[src/rtl/ddr4_init_sequencer_pkg.sv]
// Purpose: shared constants for the DDR4 power-up sequencer (command encodings, FSM states, MR order/payloads).
// Latency: n/a (package only).
// Backpressure: n/a.
package ddr4_init_sequencer_pkg;

    // Command pin encoding, packed as {cs_n, act_n, ras_n_a16, cas_n_a15, we_n_a14}
    localparam logic [4:0] CMD_DES  = 5'b11111;
    localparam logic [4:0] CMD_MRS  = 5'b01000;
    localparam logic [4:0] CMD_ZQCL = 5'b01110;

    // Sequencer states. MRS and ZQCL are the single cycles in which that
    // command is on the pins; all other states drive DES.
    typedef logic [3:0] init_state_t;
    localparam init_state_t ST_RST_LOW  = 4'd0;
    localparam init_state_t ST_RST_REL  = 4'd1;
    localparam init_state_t ST_CKE_WAIT = 4'd2;
    localparam init_state_t ST_MRS      = 4'd3;
    localparam init_state_t ST_MRD_WAIT = 4'd4;
    localparam init_state_t ST_MOD_WAIT = 4'd5;
    localparam init_state_t ST_ZQCL     = 4'd6;
    localparam init_state_t ST_ZQ_WAIT  = 4'd7;
    localparam init_state_t ST_DONE     = 4'd8;

    // Mode-register write order: MR3, MR6, MR5, MR4, MR2, MR1, MR0.
    // Element [0] is issued first.
    localparam logic [2:0]      MR_LAST_IDX = 3'd6;
    localparam logic [6:0][2:0] MR_ORDER    = {3'd0, 3'd1, 3'd2, 3'd4, 3'd5, 3'd6, 3'd3};

    // Default MR payloads on A13..A0. MR0 A1:A0 is replaced by the burst mode.
    localparam logic [13:0] MR0_DEF = 14'h0210;
    localparam logic [13:0] MR1_DEF = 14'h0001;
    localparam logic [13:0] MR2_DEF = 14'h0008;
    localparam logic [13:0] MR3_DEF = 14'h0000;
    localparam logic [13:0] MR4_DEF = 14'h0000;
    localparam logic [13:0] MR5_DEF = 14'h0400;
    localparam logic [13:0] MR6_DEF = 14'h0800;

    // ZQCL: A10 high selects the long calibration.
    localparam logic [13:0] ZQCL_ADDR = 14'h0400;

    // Registered command/address bus
    typedef struct packed {
        logic [4:0]  cmd;
        logic [1:0]  bg;
        logic [1:0]  ba;
        logic [13:0] addr;
    } ca_bus_t;

    localparam ca_bus_t CA_DES = {CMD_DES, 2'b00, 2'b00, 14'h0000};

    function automatic logic [13:0] mr_payload(input logic [2:0] mr);
        logic [13:0] p;
        case (mr)
            3'd0:    p = MR0_DEF;
            3'd1:    p = MR1_DEF;
            3'd2:    p = MR2_DEF;
            3'd3:    p = MR3_DEF;
            3'd4:    p = MR4_DEF;
            3'd5:    p = MR5_DEF;
            3'd6:    p = MR6_DEF;
            default: p = 14'h0000;
        endcase
        return p;
    endfunction

    // Full MRS pin image for one mode register. The MR number rides on
    // bg[0] (address bit 2) and ba (address bits 1:0).
    function automatic ca_bus_t mrs_cmd(input logic [2:0] mr, input logic bl_sel);
        ca_bus_t ca;
        ca.cmd  = CMD_MRS;
        ca.bg   = {1'b0, mr[2]};
        ca.ba   = mr[1:0];
        ca.addr = mr_payload(mr);
        if (mr == 3'd0) begin
            ca.addr[1:0] = {bl_sel, 1'b0};
        end
        return ca;
    endfunction

endpackage

[src/rtl/init_delay_counter.sv]
// Purpose: loadable 16-bit down-counter shared by every wait state of the init sequencer.
// Latency: load takes effect on the next edge; zero flag is combinational from the count.
// Backpressure: none; the counter stops at zero until reloaded.
// Ports: i_clk/i_rst clock and async active-high reset, i_load/i_value load strobe and value,
//        o_zero high while the count is zero.
module init_delay_counter #(
    parameter logic [15:0] RST_VAL = 16'd0
) (
    input  logic        i_clk,
    input  logic        i_rst,
    input  logic        i_load,
    input  logic [15:0] i_value,
    output logic        o_zero
);

    logic [15:0] r_count;

    always_ff @(posedge i_clk or posedge i_rst) begin
        if (i_rst) begin
            r_count <= RST_VAL;
        end else if (i_load) begin
            r_count <= i_value;
        end else if (r_count != 16'd0) begin
            r_count <= r_count - 16'd1;
        end
    end

    assign o_zero = (r_count == 16'd0);

endmodule

[src/rtl/ddr4_init_sequencer.sv]
// Purpose: drives DDR4 reset_n, CKE and CA pins through reset, CKE, 7x MRS, ZQCL, then flags init_done.
// Latency: all outputs registered; each action lands exactly N cycles after the previous one.
// Backpressure: none; free-running once reset releases, restarts on any reset.
// Ports: i_clock_t/i_reset clock and async reset, i_bl_sel burst mode (sampled at MR0),
//        o_reset_n/o_cke DRAM control, o_cs_n..o_we_n_a14/o_bg/o_ba/o_addr command bus,
//        o_init_done sequence complete.
module ddr4_init_sequencer
    import ddr4_init_sequencer_pkg::*;
#(
    parameter int T_RESET = 16,
    parameter int tCKE_L  = 10,
    parameter int tXPR    = 20,
    parameter int tMRD    = 8,
    parameter int tMOD    = 24,
    parameter int tZQ     = 512
) (
    input  logic        i_clock_t,
    input  logic        i_reset,
    input  logic        i_bl_sel,
    output logic        o_reset_n,
    output logic        o_cke,
    output logic        o_cs_n,
    output logic        o_act_n,
    output logic        o_ras_n_a16,
    output logic        o_cas_n_a15,
    output logic        o_we_n_a14,
    output logic [1:0]  o_bg,
    output logic [1:0]  o_ba,
    output logic [13:0] o_addr,
    output logic        o_init_done
);

    // A delay below 2 would let the counter hit zero inside a command
    // cycle, and anything above 65536 does not fit the counter.
    if (T_RESET < 2 || tCKE_L < 2 || tXPR < 2 || tMRD < 2 || tMOD < 2 || tZQ < 2 ||
        T_RESET > 65536 || tCKE_L > 65536 || tXPR > 65536 ||
        tMRD > 65536 || tMOD > 65536 || tZQ > 65536) begin : g_bad_delay
        $error("ddr4_init_sequencer: every delay parameter must be in 2..65536");
    end

    // Counter holds N-1 and the action fires on the edge where it reads 0.
    localparam logic [15:0] LD_RESET = 16'(T_RESET - 1);
    localparam logic [15:0] LD_CKE_L = 16'(tCKE_L - 1);
    localparam logic [15:0] LD_XPR   = 16'(tXPR - 1);
    localparam logic [15:0] LD_MRD   = 16'(tMRD - 1);
    localparam logic [15:0] LD_MOD   = 16'(tMOD - 1);
    localparam logic [15:0] LD_ZQ    = 16'(tZQ - 1);

    init_state_t r_state;
    logic [2:0]  r_mr_idx;
    logic        r_reset_n;
    logic        r_cke;
    ca_bus_t     r_ca;
    logic        r_init_done;

    init_state_t w_state_nxt;
    logic [2:0]  w_mr_idx_nxt;
    logic        w_reset_n_nxt;
    logic        w_cke_nxt;
    ca_bus_t     w_ca_nxt;
    logic        w_init_done_nxt;
    logic        w_load;
    logic [15:0] w_load_val;
    logic        w_cnt_zero;

    // Reset preloads the RST_LOW delay, so the first wait needs no load cycle.
    init_delay_counter #(
        .RST_VAL (LD_RESET)
    ) u_delay (
        .i_clk   (i_clock_t),
        .i_rst   (i_reset),
        .i_load  (w_load),
        .i_value (w_load_val),
        .o_zero  (w_cnt_zero)
    );

    always_comb begin
        w_state_nxt     = r_state;
        w_mr_idx_nxt    = r_mr_idx;
        w_reset_n_nxt   = r_reset_n;
        w_cke_nxt       = r_cke;
        w_ca_nxt        = CA_DES;
        w_init_done_nxt = r_init_done;
        w_load          = 1'b0;
        w_load_val      = 16'd0;

        case (r_state)
            ST_RST_LOW: begin
                if (w_cnt_zero) begin
                    w_reset_n_nxt = 1'b1;
                    w_load        = 1'b1;
                    w_load_val    = LD_CKE_L;
                    w_state_nxt   = ST_RST_REL;
                end
            end
            ST_RST_REL: begin
                if (w_cnt_zero) begin
                    w_cke_nxt   = 1'b1;
                    w_load      = 1'b1;
                    w_load_val  = LD_XPR;
                    w_state_nxt = ST_CKE_WAIT;
                end
            end
            ST_CKE_WAIT, ST_MRD_WAIT: begin
                if (w_cnt_zero) begin
                    w_ca_nxt    = mrs_cmd(MR_ORDER[r_mr_idx], i_bl_sel);
                    w_load      = 1'b1;
                    w_load_val  = (r_mr_idx == MR_LAST_IDX) ? LD_MOD : LD_MRD;
                    w_state_nxt = ST_MRS;
                end
            end
            ST_MRS: begin
                // Counter is still counting the delay loaded on the issue edge.
                if (r_mr_idx == MR_LAST_IDX) begin
                    w_state_nxt = ST_MOD_WAIT;
                end else begin
                    w_mr_idx_nxt = r_mr_idx + 3'd1;
                    w_state_nxt  = ST_MRD_WAIT;
                end
            end
            ST_MOD_WAIT: begin
                if (w_cnt_zero) begin
                    w_ca_nxt      = CA_DES;
                    w_ca_nxt.cmd  = CMD_ZQCL;
                    w_ca_nxt.addr = ZQCL_ADDR;
                    w_load        = 1'b1;
                    w_load_val    = LD_ZQ;
                    w_state_nxt   = ST_ZQCL;
                end
            end
            ST_ZQCL: begin
                w_state_nxt = ST_ZQ_WAIT;
            end
            ST_ZQ_WAIT: begin
                if (w_cnt_zero) begin
                    w_init_done_nxt = 1'b1;
                    w_state_nxt     = ST_DONE;
                end
            end
            ST_DONE: begin
                w_state_nxt = ST_DONE;
            end
            default: begin
                w_state_nxt = ST_DONE;
            end
        endcase
    end

    always_ff @(posedge i_clock_t or posedge i_reset) begin
        if (i_reset) begin
            r_state     <= ST_RST_LOW;
            r_mr_idx    <= 3'd0;
            r_reset_n   <= 1'b0;
            r_cke       <= 1'b0;
            r_ca        <= CA_DES;
            r_init_done <= 1'b0;
        end else begin
            r_state     <= w_state_nxt;
            r_mr_idx    <= w_mr_idx_nxt;
            r_reset_n   <= w_reset_n_nxt;
            r_cke       <= w_cke_nxt;
            r_ca        <= w_ca_nxt;
            r_init_done <= w_init_done_nxt;
        end
    end

    assign o_reset_n   = r_reset_n;
    assign o_cke       = r_cke;
    assign o_cs_n      = r_ca.cmd[4];
    assign o_act_n     = r_ca.cmd[3];
    assign o_ras_n_a16 = r_ca.cmd[2];
    assign o_cas_n_a15 = r_ca.cmd[1];
    assign o_we_n_a14  = r_ca.cmd[0];
    assign o_bg        = r_ca.bg;
    assign o_ba        = r_ca.ba;
    assign o_addr      = r_ca.addr;
    assign o_init_done = r_init_done;

endmodule

[config.mk]
export PLATFORM = sky130hd
export DESIGN_NAME = ddr4_init_sequencer
export DESIGN_NICKNAME = d
export VERILOG_FILES = /design/src/rtl/ddr4_init_sequencer_pkg.sv /design/src/rtl/init_delay_counter.sv /design/src/rtl/ddr4_init_sequencer.sv
export SDC_FILE = /design/constraint.sdc
export NUM_CORES = 1
export LEC_CHECK = 0
export CAP_MARGIN = 20
export CORE_MARGIN = 2
export CORE_UTILIZATION = 55
export CTS_CLUSTER_SIZE = 40
export DETAILED_ROUTE_END_ITERATION = 8
export PLACE_DENSITY = 0.88
export SLEW_MARGIN = 10
export SYNTH_ARGS = -nofsm -noshare
export SYNTH_HDL_FRONTEND = slang
export SYNTH_SLANG_ARGS = --single-unit
[constraint.sdc]
create_clock -name i_clock_t -period 3.85 [get_ports i_clock_t]
set_input_delay 0.77 -clock i_clock_t [delete_from_list [all_inputs] [get_ports i_clock_t]]
set_output_delay 0.77 -clock i_clock_t [all_outputs]
set_load 0.01 [all_outputs]
# Word-level counts from Yosys, hierarchy flattened
# Memories as Yosys holds them, arrays and structs flattened.
# Cells that the tools add are included.
[totals] reg_bits=49 latch_bits=0 ramBits=0 romBits=24 out_inout_bits=26 word_cells=67 mem_count=1
[mem_list] name="(no name shown)" words=8 word_bits=3 read_ports=1 rd_ports_with_merged_regs=0 write_ports=0 line="ddr4_init_sequencer.sv:106" rtl="w_ca_nxt = mrs_cmd(MR_ORDER[r_mr_idx], i_bl_sel);"
[op_classes] add_sub_neg=2 n_mul=0 div=0 magnitude_cmp=1 eq_ne=17 shift=0 n_mux=23 bitwise=1 reduce_logical=12
[op_table] cell="$pmux 12 s5" count=1
[op_table] cell="$mux 23" count=2
[op_table] cell="$pmux 23 s2" count=1
[op_table] cell="$pmux 9 s4" count=1
[op_table] cell="$mux 16" count=2
[op_table] cell="$pmux 4 s7" count=1
[op_table] cell="$mux 4" count=6
[op_table] cell="$eq 4x3->1 const B" count=4
[op_table] cell="$logic_not 16->1" count=1
[op_table] cell="$reduce_bool 16->1" count=1
[op_table] cell="$sub 16x1->16 const B" count=1
[op_table] cell="$mux 5" count=3
[op_table] cell="$ne 2x1->1 const B" count=5
[op_table] cell="$eq 3x3->1 const B" count=3
[op_table] cell="$mux 9" count=1
[op_table] cell="$eq 4x2->1 const B" count=2
[op_table] cell="$reduce_and 2->1" count=4
[op_table] cell="$reduce_and 5->1" count=1
[op_table] cell="$reduce_or 5->1" count=1
[op_table] cell="$eq 4x1->1 const B" count=1
[op_table] cell="$logic_not 4->1" count=1
[op_table] cell="$lt 3x4->1 const B" count=1
[op_table] cell="$add 3x1->3 const B" count=1
[op_table] cell="$eq 3x1->1 const B" count=1
[op_table] cell="other kinds (8)" count=10

# Longest topological paths before layout
[logic_depth] ltp_word=7 ltp_mapped=9 mapped_depth_nobuf=9

# Modules after synthesis
# A second synthesis with hierarchy kept.
[unflattened] cells_unflattened=221 area_unflattened_um2=2183.3
[modules_own_cells] module="ddr4_init_sequencer" n_inst=1 cells_each=119 area_per_inst_um2=1184.9 seq_area_each_um2=528.0
[modules_own_cells] module="init_delay_counter" n_inst=1 cells_each=102 area_per_inst_um2=998.5 seq_area_each_um2=405.4

# Least setup slack after synthesis
# No wires, ideal clock.
[synth_timing] path_type="register -> register" from="register u_delay.r_count[0]" to="register u_delay.r_count[7]" setup_time_ns=0.104 arrival_ns=1.680 required_time_ns=3.746 slack_ns=2.066 path_stages_with_launch=8 cell_sequence="dfstp_2 inv_1 ha_1 nor4b_4 nand4_1 clkbuf_1 nor2_1 a221oi_1"
[synth_between] elab_chain_len=4 elab_cells_between_ends=10 classes_between="add/sub (1); mux (6); reduce/logical (3)"
[synth_lines] element="start: declaration" line="init_delay_counter.sv:16" rtl="logic [15:0] r_count;"
[synth_lines] element="start signal: assignment" line="init_delay_counter.sv:22" rtl="r_count <= i_value;"
[synth_lines] element="start signal: assignment" line="init_delay_counter.sv:24" rtl="r_count <= r_count - 16'd1;"
[synth_lines] element="branches (longest 4 deep; another with $sub 16x1->16)"
# Parallel ways; which one is timed is not known. The select of a mux whose other input is x is not followed.
# A chain may end at the register's enable or synchronous reset.

# Worst setup path after layout
[layout_timing] from="register r_ca, in the netlist o_we_n_a14" to="output o_we_n_a14"
[layout_lines] element="start: declaration" line="ddr4_init_sequencer.sv:53" rtl="ca_bus_t r_ca;"
[layout_lines] element="start signal: assignment" line="ddr4_init_sequencer.sv:162" rtl="r_ca <= w_ca_nxt;"
[layout_lines] element="end: declaration" line="ddr4_init_sequencer.sv:26" rtl="output logic o_we_n_a14,"
# No word-level cell between the ends.

==> qor.txt <==
layout cells sized above 1 = 0.1682
Routed wire per std cell = 15.01 um
clk_skew = 0.006033 ns
Critical Path AT = 1.35 ns
cell taking the most area after synthesis = dfrtp_1
root buffer cell = clkbuf_8
average instance area after synthesis = 10.72 um^2
final-layout fill cell count = 292
worst path bufs/invs = 1
R2R Setup Slk = 1.75 ns
Clock Path Buffers = 2
PostCTS Resize Cnt = 0
Diodes inserted = 0
P per Cell Area = 279.9 nW/um^2
cell with the most instances after synthesis = dfrtp_1
post-synth cell types = 64
CTS buffer count = 5
largest net degree at the start of global routing = 38
Top Family by Delay on Critical Path = flip-flops
internal power = 0.0005162 W
initial antenna violation count = 0
Post-Syn Instances = 200
final worst path period share = 0.5518
Slowest-stage cell, CP = dfstp_2
Sw Ratio = 0.2247
Hold WC Path Type = flop to flop
synth top area cells = dfrtp_1, dfstp_2, ha_1
final setup fails = 0
asr flop ratio synth = 1.000
nets@finish = 226
clock slew at reported path FFs = 0.07 ns
peak supply drop = 0.2326 mV
TritonRoute pass-1 iters = 4
synth warn = 0
status = completed
initial drt markers = 56
H-tree depth = 2
Worst-Margin Slew = 0.5176 ns
sequential-to-total area share from yosys stat = 0.4352
DRC errors left = 0
clock sink count = 37
# IOs = 29
Die Y = 66.45 um
top_reg_cell synth = dfrtp_1
CTS tree = done
vias in the first global route = 1,438
crit start category = flop
HPWL Detailed = 2756 um
WP data required = 3.08 ns
Hold-fix buffers, CTS = 0
P_sw = 0.0001496 W
placed cell areas = 2292 um^2
postcts setup bufs = 0
setup TNS = 0 ns
Seq pwr share = 0.584
GRT overflow = 0
IO Port Bufs = 19
Routability Congestion = 0.8030
static leakage = 1.096 nW
Multi-input gate area = 1067 um^2
Slew Viols, Final = 0
Crit. End Element = output port
crit path kind = flop to output port
Via-to-Cell Ratio = 5.775
Core Rows = 22
die area = 4415 um^2
share of the synthesized area in the top cell type = 0.3617
EDFF count, synth = 0
Vias = 1,513
min cycle time layout = 2.124 ns
core footprint = 3716 um^2
max cap viols = 0
critical-path cell list = clkdlybuf4s50_1
Clk Latency, worst-skew pair = 0.29 ns
Commonest cells post-synth = dfrtp_1, nor2_1, buf_4
Combinational Power Share = 0.021
Layout area overhead = 10.91%
global-route wire length before repair = 6686 um
Worst path max stage delay = 0.54 ns
Hold Fails Final Rpt = 0
Clk pwr share = 0.395
Max Clk Rate = 470.7 MHz
Final Cell Area = 2379 um^2
Power, Total = 0.0006658 W
Seq cells post-synth = 37
Cell Area, Synth = 2145 um^2
Routed Antenna Nets = 0
crit-path max FO = 2
RSZ-0062 raised after global routing = no
FF/Latch Area = 933.4 um^2
Die X = 66.45 um
Initial Utilization = 0.5771
Post-Route WL = 3933 um
GR Util All Layers = 0.2052
Slew HR = 0.6539
==> layer usage <==
metal | track usage | part of all wire | vias to the layer above
li1 | - | - | 714
met1 | 0.2816 | 0.46 | 756
met2 | 0.3200 | 0.47 | 36
met3 | 0.03237 | 0.041 | 7
met4 | 0.09184 | 0.021 | 0
met5 | 0 | 0 | -
==> worst register-to-register path, cell delays in order (launching register included) <==
cell and delay (ns):
dfstp_2 0.39, inv_1 0.08, ha_1 0.16, nor4b_4 0.32
nand4_1 0.49, mux2_2 0.44, o22ai_1 0.14
==> cell families after synthesis <==
group           synth area share
compound gates            0.1219
other cells             0.003502
flops                     0.4352
mux                      0.02509
simple gates              0.2316
buf+inv                  0.07934
fa+ha+maj                0.05834
xor+xnor                 0.04493
==> registers in the layout, indices dropped and copies added, names as in the netlist <==
| register | flops |
|---|---|
| r_state | 4 |
| o_ba | 2 |
| o_cke | 1 |
| u_delay.r_count | 16 |
| o_we_n_a14 | 1 |
| o_addr | 6 |
| r_mr_idx | 3 |
| o_init_done | 1 |
| o_ras_n_a16 | 1 |
| o_bg | 1 |
| o_reset_n | 1 |
==> layout by cell type, fill, tap and decap left out, drive strengths merged, types with 2 or more instances in the layout <==
cell type      synthesis  final
clkbuf                 5      5
ha                    10     10
nand2b                 6      6
nand4                  2      2
xor2                   8      8
conb                   2      9
clkinv                 0      2
mux2                   3      3
dfstp                  6      6
nor3                   9      9
a21o                   2      2
a41o                   2      2
nand3                  6      6
inv                    9      9
nor3b                  5      5
clkdlybuf4s50          0     19
dfrtp                 31     31
xnor2                  3      3
nor2                  14     14
a31oi                  3      3
or3                    2      2
nor4b                  2      2
nand2                  7      7
mux2i                  2      2
o21ai                  6      6
a21oi                  7      7
nor4                   6      6
and4                   2      2
==> power groups by stage <==
stage	logic [W]	registers (W)	clock network (W)
3_3_place_gp	0.0000149	0.000396	0
4_1_cts	0.0000147	0.000389	0.000270
3_5_place_dp	0.0000147	0.000396	0
5_1_grt	0.0000172	0.000389	0.000289
6_report	0.0000142	0.000389	0.000263
2_1_floorplan	0.0000165	0.000396	0
==> worst paths after layout <==
path	start	endpoint	depth (start not counted)
worst max-delay path	o_we_n_a14$_DFF_PP1_	o_we_n_a14	1
worst min-delay path	o_reset_n$_DFFE_PP0P_	o_reset_n$_DFFE_PP0P_	1
worst max register to register	u_delay.r_count[0]$_DFFE_PP1P_	r_state[0]$_DFFE_PP0P_	6
worst min register to register	o_reset_n$_DFFE_PP0P_	o_reset_n$_DFFE_PP0P_	1
max in group asynchronous	i_reset	u_delay.r_count[1]$_DFFE_PP1P_	3
min in group asynchronous	i_reset	o_bg[0]$_DFF_PP0_	3
==> layout make-up <==
type	instances	area share
repair buffers	20	0.08311
inverters	9	0.01420
clock buffers	5	0.02893
well taps	48	0.02525
clock inverters	3	0.007365
flip-flops and latches	37	0.3924
multi-input cells	140	0.4487
==> through the flow <==
step | hold WS (ns) | setup WS [ns] | instances | util
after CTS | 0.4742 | 1.713 | 262 | 0.6401
final | 0.4650 | 1.726 | 262 | 0.6401
after detailed placement | 0.4533 | 1.833 | 254 | 0.6168
after floorplan | 0.4620 | 2.066 | 207 | -
after global placement | 0.4419 | 1.904 | 254 | 0.6168
after global routing | 0.4879 | 1.557 | 262 | 0.6401
No activity file was read; power rests on OpenSTA's default activity.
